File: src/rtl/pipe_shifter.sv
// pipe_shifter: pipelined barrel shifter for the execute stage.
// Performs SLL, SRL, SRA and ROTR by a variable amount. The log2(WIDTH)
// shift levels are spread over STAGES register stages; a valid/ready
// handshake moves each operation, together with its tag, through the
// stages. The pipeline can be stalled by the consumer or flushed.
//
// Ports:
//   clk        rising-edge clock
//   reset      asynchronous active-high reset, clears all state
//   flush      synchronous kill of every in-flight operation
//   in_valid   request present
//   in_ready   unit accepts a request this cycle (combinational)
//   in_data    operand
//   in_shamt   shift amount, 0..WIDTH-1
//   in_mode    00 SLL, 01 SRL, 10 SRA, 11 ROTR
//   in_tag     opaque tag, returned unchanged with the result
//   out_valid  result present (registered)
//   out_ready  consumer accepts the result
//   out_data   shifted result (registered)
//   out_tag    tag of the result (registered)

module pipe_shifter #(
  parameter int unsigned WIDTH  = 32,
  parameter int unsigned STAGES = 2,
  parameter int unsigned TAG_W  = 5,
  localparam int unsigned SHAMT_W = $clog2(WIDTH)
) (
  input  logic               clk,
  input  logic               reset,
  input  logic               flush,
  input  logic               in_valid,
  output logic               in_ready,
  input  logic [WIDTH-1:0]   in_data,
  input  logic [SHAMT_W-1:0] in_shamt,
  input  logic [1:0]         in_mode,
  input  logic [TAG_W-1:0]   in_tag,
  output logic               out_valid,
  input  logic               out_ready,
  output logic [WIDTH-1:0]   out_data,
  output logic [TAG_W-1:0]   out_tag
);

  localparam logic [1:0] MODE_SLL  = 2'b00;
  localparam logic [1:0] MODE_SRL  = 2'b01;
  localparam logic [1:0] MODE_SRA  = 2'b10;
  localparam logic [1:0] MODE_ROTR = 2'b11;

  localparam logic [WIDTH-1:0] ONES = '1;

  // Register stage that owns shift level lvl.
  function automatic int unsigned stage_of(input int unsigned lvl);
    return (lvl * STAGES) / SHAMT_W;
  endfunction

  // One shift level: move the data by 2^lvl positions in the given mode.
  function automatic logic [WIDTH-1:0] shift_level(
    input logic [WIDTH-1:0] d,
    input logic [1:0]       mode,
    input logic             sign,
    input int unsigned      lvl
  );
    int unsigned k;
    k = 32'd1 << lvl;
    case (mode)
      MODE_SLL: shift_level = d << k;
      MODE_SRL: shift_level = d >> k;
      // Fill uses the sign latched from the original operand, never from
      // partially shifted data.
      MODE_SRA: shift_level = (d >> k) | (sign ? ~(ONES >> k) : '0);
      default:  shift_level = (d >> k) | (d << (WIDTH - k));
    endcase
  endfunction

  for (genvar s = 0; s < STAGES; s++) begin : g_stage
    localparam int unsigned S = s;

    logic               src_valid;
    logic [WIDTH-1:0]   src_data;
    logic [SHAMT_W-1:0] src_shamt;
    logic [1:0]         src_mode;
    logic               src_sign;
    logic [TAG_W-1:0]   src_tag;

    logic               next_ready;
    logic               ready;
    logic               load;
    logic [WIDTH-1:0]   shifted;

    logic               valid_q;
    logic [WIDTH-1:0]   data_q;
    logic [TAG_W-1:0]   tag_q;

    // Stage input: the request port for stage 0, the previous register otherwise.
    if (s == 0) begin : g_src_in
      assign src_valid = in_valid && in_ready;
      assign src_data  = in_data;
      assign src_shamt = in_shamt;
      assign src_mode  = in_mode;
      assign src_sign  = in_data[WIDTH-1];
      assign src_tag   = in_tag;
    end else begin : g_src_prev
      assign src_valid = g_stage[s-1].valid_q;
      assign src_data  = g_stage[s-1].data_q;
      assign src_shamt = g_stage[s-1].g_ctrl.shamt_q;
      assign src_mode  = g_stage[s-1].g_ctrl.mode_q;
      assign src_sign  = g_stage[s-1].g_ctrl.sign_q;
      assign src_tag   = g_stage[s-1].tag_q;
    end

    // Readiness propagates backwards from the consumer.
    if (s == STAGES - 1) begin : g_rdy_out
      assign next_ready = out_ready;
    end else begin : g_rdy_next
      assign next_ready = g_stage[s+1].ready;
    end

    assign ready = !valid_q || next_ready;
    assign load  = src_valid && ready && !flush;

    // Levels assigned to this stage, applied in ascending order.
    always_comb begin
      shifted = src_data;
      for (int unsigned i = 0; i < SHAMT_W; i++) begin
        if ((stage_of(i) == S) && (|(src_shamt & (SHAMT_W'(1) << i)))) begin
          shifted = shift_level(shifted, src_mode, src_sign, i);
        end
      end
    end

    // Occupancy: flush empties the stage, otherwise it follows upstream when ready.
    always_ff @(posedge clk or posedge reset) begin
      if (reset) begin
        valid_q <= 1'b0;
      end else if (flush) begin
        valid_q <= 1'b0;
      end else if (ready) begin
        valid_q <= src_valid;
      end
    end

    // Payload only moves with a real operation so a stalled result stays put.
    always_ff @(posedge clk or posedge reset) begin
      if (reset) begin
        data_q <= '0;
        tag_q  <= '0;
      end else if (load) begin
        data_q <= shifted;
        tag_q  <= src_tag;
      end
    end

    // Control travels with the data only where a later stage still needs it.
    if (s < STAGES - 1) begin : g_ctrl
      logic [SHAMT_W-1:0] shamt_q;
      logic [1:0]         mode_q;
      logic               sign_q;

      always_ff @(posedge clk or posedge reset) begin
        if (reset) begin
          shamt_q <= '0;
          mode_q  <= '0;
          sign_q  <= 1'b0;
        end else if (load) begin
          shamt_q <= src_shamt;
          mode_q  <= src_mode;
          sign_q  <= src_sign;
        end
      end
    end
  end

  assign in_ready  = g_stage[0].ready && !flush;
  assign out_valid = g_stage[STAGES-1].valid_q;
  assign out_data  = g_stage[STAGES-1].data_q;
  assign out_tag   = g_stage[STAGES-1].tag_q;

endmodule

File: config.mk
export PLATFORM = sky130hd
export DESIGN_NAME = pipe_shifter
export DESIGN_NICKNAME = d
export VERILOG_FILES = /design/src/rtl/pipe_shifter.sv
export SDC_FILE = /design/constraint.sdc
export NUM_CORES = 1
export LEC_CHECK = 0
export ABC_AREA = 1
export CAP_MARGIN = 20
export CORE_AREA = 4 4 123 125
export DETAILED_ROUTE_END_ITERATION = 7
export DIE_AREA = 0 0 127 129
export GPL_TIMING_DRIVEN = 0
export HOLD_SLACK_MARGIN = 0.02
export PLACE_DENSITY = 0.67
export SLEW_MARGIN = 25
export SYNTH_ARGS = -nofsm -noshare
export SYNTH_HDL_FRONTEND = slang
export SYNTH_SLANG_ARGS = --single-unit
export TNS_END_PERCENT = 5
File: constraint.sdc
create_clock -name clk -period 6.1 [get_ports clk]
set_clock_uncertainty 0.05 [all_clocks]
set_input_delay 1.22 -clock clk [delete_from_list [all_inputs] [get_ports clk]]
set_output_delay 1.22 -clock clk [all_outputs]
set_load 0.05 [all_outputs]
==> run metrics <==
status=finished clean; period utilisation layout=67.1%; top cells by area in the synthesized netlist=dfrtp_1 (32%), nand2_1 (17%), nand3_1 (11%), o21ai_0 (6.1%), inv_1 (5.5%); Antenna diodes=0; CTS sink cnt=81; Final Max Slew Viols=0; CTS Root Cell=clkbuf_16; Clock Pin Slew Worst Setup and Hold Paths=0.06 ns; FMAX=between 200 and 250 MHz; die area=~16000 sq um; grt ovf=0; Worst VDD drop=0.153 mV; CP cell instances=clkdlybuf4s50_1 -> inv_1 -> nand2_1 -> nor2_1 -> inv_1 -> nand2_1 -> inv_1 -> clkdlybuf4s50_1; Syn Nets=1039; Synth top cells by count=nand2_1 (286), nand3_1 (140), inv_1 (92); post-synthesis sequential area ratio=32.5%; IO Port Bufs=86; proportion of layout cells with a drive suffix above 1=under 10%; Post-CTS Hold Fix Bufs=0; Worst setup EP type=output pin; syn_area_per_cell=roughly 6.3 sq um; clock buffer count from CTS=9; count of final hold-check violations=0; drt via density=approximately 5.8; worst-case clock buffer depth=2; Worst-Margin Slew=0.677 ns; top-count cell post-synth=nand2_1; post-CTS setup buffers=0; Hold WC Path Type=reg2reg; Synth Instances=990; largest net degree at the start of global routing=54; number of flops mapped to enable cells by yosys=0; DRT Pass-1 Iters=7; flops & latches, synth=just over 80; CTS tree=built; post-route cell area=between 7000 and 8000 sq um; initial core utilization=45.0%; number of global-route vias before repair=roughly 7000; Rows=43; RSZ-0062 raised after global routing=false; Worst slew margin=between 50% and 60%; Ports=slightly below 90; area added between synthesis and finish=22.5%; critical path's slowest cell=clkdlybuf4s50_1; Synth Warn #=0; Resized Gates After CTS=0; Synth cell types=31; initial antenna violation count=0; final setup violation count=0; crit path kind=in2out; Pleak=3.68 nW; area share of the largest cell type after synthesis=32.5%; Die Wd=127 um; cell mode on critical path=inv_1; routability cong.=1.00; GR Util All Layers=30.5%; PnR Total Power=between 0.002 and 0.0025 W; wire per inst=19.1 um; global-route wire length before repair=38700 um; DRT antenna net count=0; Fill cells=about 1500; CP Launch Type=input port; synthesized area=6250 sq um; hpwl dp=18900 um; htree depth=3; Worst EP required=around 4.8 ns; via count=7318; Worst Path Arrival=2.82 ns; area leader, netlist=dfrtp_1; fraction of registers with async set/reset=100%; Primary FF master, synth=dfrtp_1; Placed Area=7360 sq um; final net count=1137; PwrDens=300 nW/um^2; Final min period=4.09 ns; core region area=13900 sq um; Max Cap Violations=0; drt drc=0; number of DRC markers in iteration 0=828; Die Y-Extent=129 um; Setup TNS=0 ns; CP peak stage delay=0.79 ns; later-pin clock latency in the skew report=about 0.35 ns; CP max FO=3; final wirelength=approximately 24000 um
==> per-layer routing <==
metal | part of all wire (%) | track usage (%)
met5 | 0.23 | 2.65
met4 | 3.8 | 12.4
met3 | 9.0 | 6.43
met2 | 43 | 46.5
met1 | 44 | 41.9
==> cell type report <==
cell class | count | area, sq um | area share [%]
multi-input cells | 749 | 3530 | 46.1
flip-flops and latches | 81 | 2030 | 26.5
repair buffers | 87 | 888 | 11.6
inverters | 99 | 374 | 4.89
plain buffers | 61 | 318 | 4.16
clock buffers | 10 | 229 | 2.99
well taps | 180 | 225 | 2.94
clock inverters | 5 | 57.6 | 0.752
==> cells in the final DEF (no fill, tap or decap), drive strengths merged, types with 10 or more instances in the layout <==
master           n
o22ai           10
buf             43
nor2            59
nand4           48
nand3          140
clkdlybuf4s50   86
o211ai          15
clkbuf          29
dfrtp           81
inv             99
nand2          287
a21oi           63
o21ai           91
or2             10
==> worst max-delay path, delay by kind of cell <==
family / cells / cell delay [ns]
buf+inv: 5 / 1.40
simple gates: 3 / 0.21
==> cells by family (layout without fill, tap and decap cells) <==
logic type / Yosys count / in the layout / synth area share (%)
compound gates: 195 / 195 / 17.2
simple gates: 554 / 554 / 39.3
buf+inv: 160 / 262 / 11.0
flops: 81 / 81 / 32.5
==> power by group <==
group	internal [W]	switching (W)	total, W
logic	0.000328	0.000691	0.00102
clock network	0.000315	0.000226	0.000542
registers	0.000653	0.0000777	0.000730
==> per-stage QoR <==
step | setup WS [ns] | instances | util [%] | hold slack (ns)
2_1_floorplan | 2.75 | 990 | - | 0.392
3_3_place_gp | 1.41 | 1256 | 52.8 | 0.399
3_5_place_dp | 2.00 | 1257 | 53.0 | 0.403
5_1_grt | 1.87 | 1272 | 55.1 | 0.445
4_1_cts | 2.00 | 1272 | 55.1 | 0.420
6_report | 2.01 | 1272 | 55.1 | 0.419
==> state kept, by name, indices dropped and copies added, names as in the netlist <==
name                    cells
g_stage.g_ctrl.mode_q       2
g_stage.g_ctrl.sign_q       1
out_tag                     5
out_valid                   1
g_stage.tag_q               5
g_stage.valid_q             1
g_stage.data_q             32
g_stage.g_ctrl.shamt_q      2
out_data                   32
==> path summary, 6_finish.rpt <==
kind | from | end | slack (ns) | cells past startpoint
max in group asynchronous | reset | g_stage[0].data_q[20] | 4.24 | 3
worst min register to register | g_stage[0].tag_q[1] | out_tag[1] | 0.42 | 2
worst max register to register | out_valid | g_stage[0].data_q[9] | 3.84 | 10
min in group asynchronous | reset | out_data[1] | 1.16 | 2
worst max-delay path | out_ready | in_ready | 2.01 | 8
worst min-delay path | g_stage[0].tag_q[1] | out_tag[1] | 0.42 | 2
No activity file was read; power rests on OpenSTA's default activity.
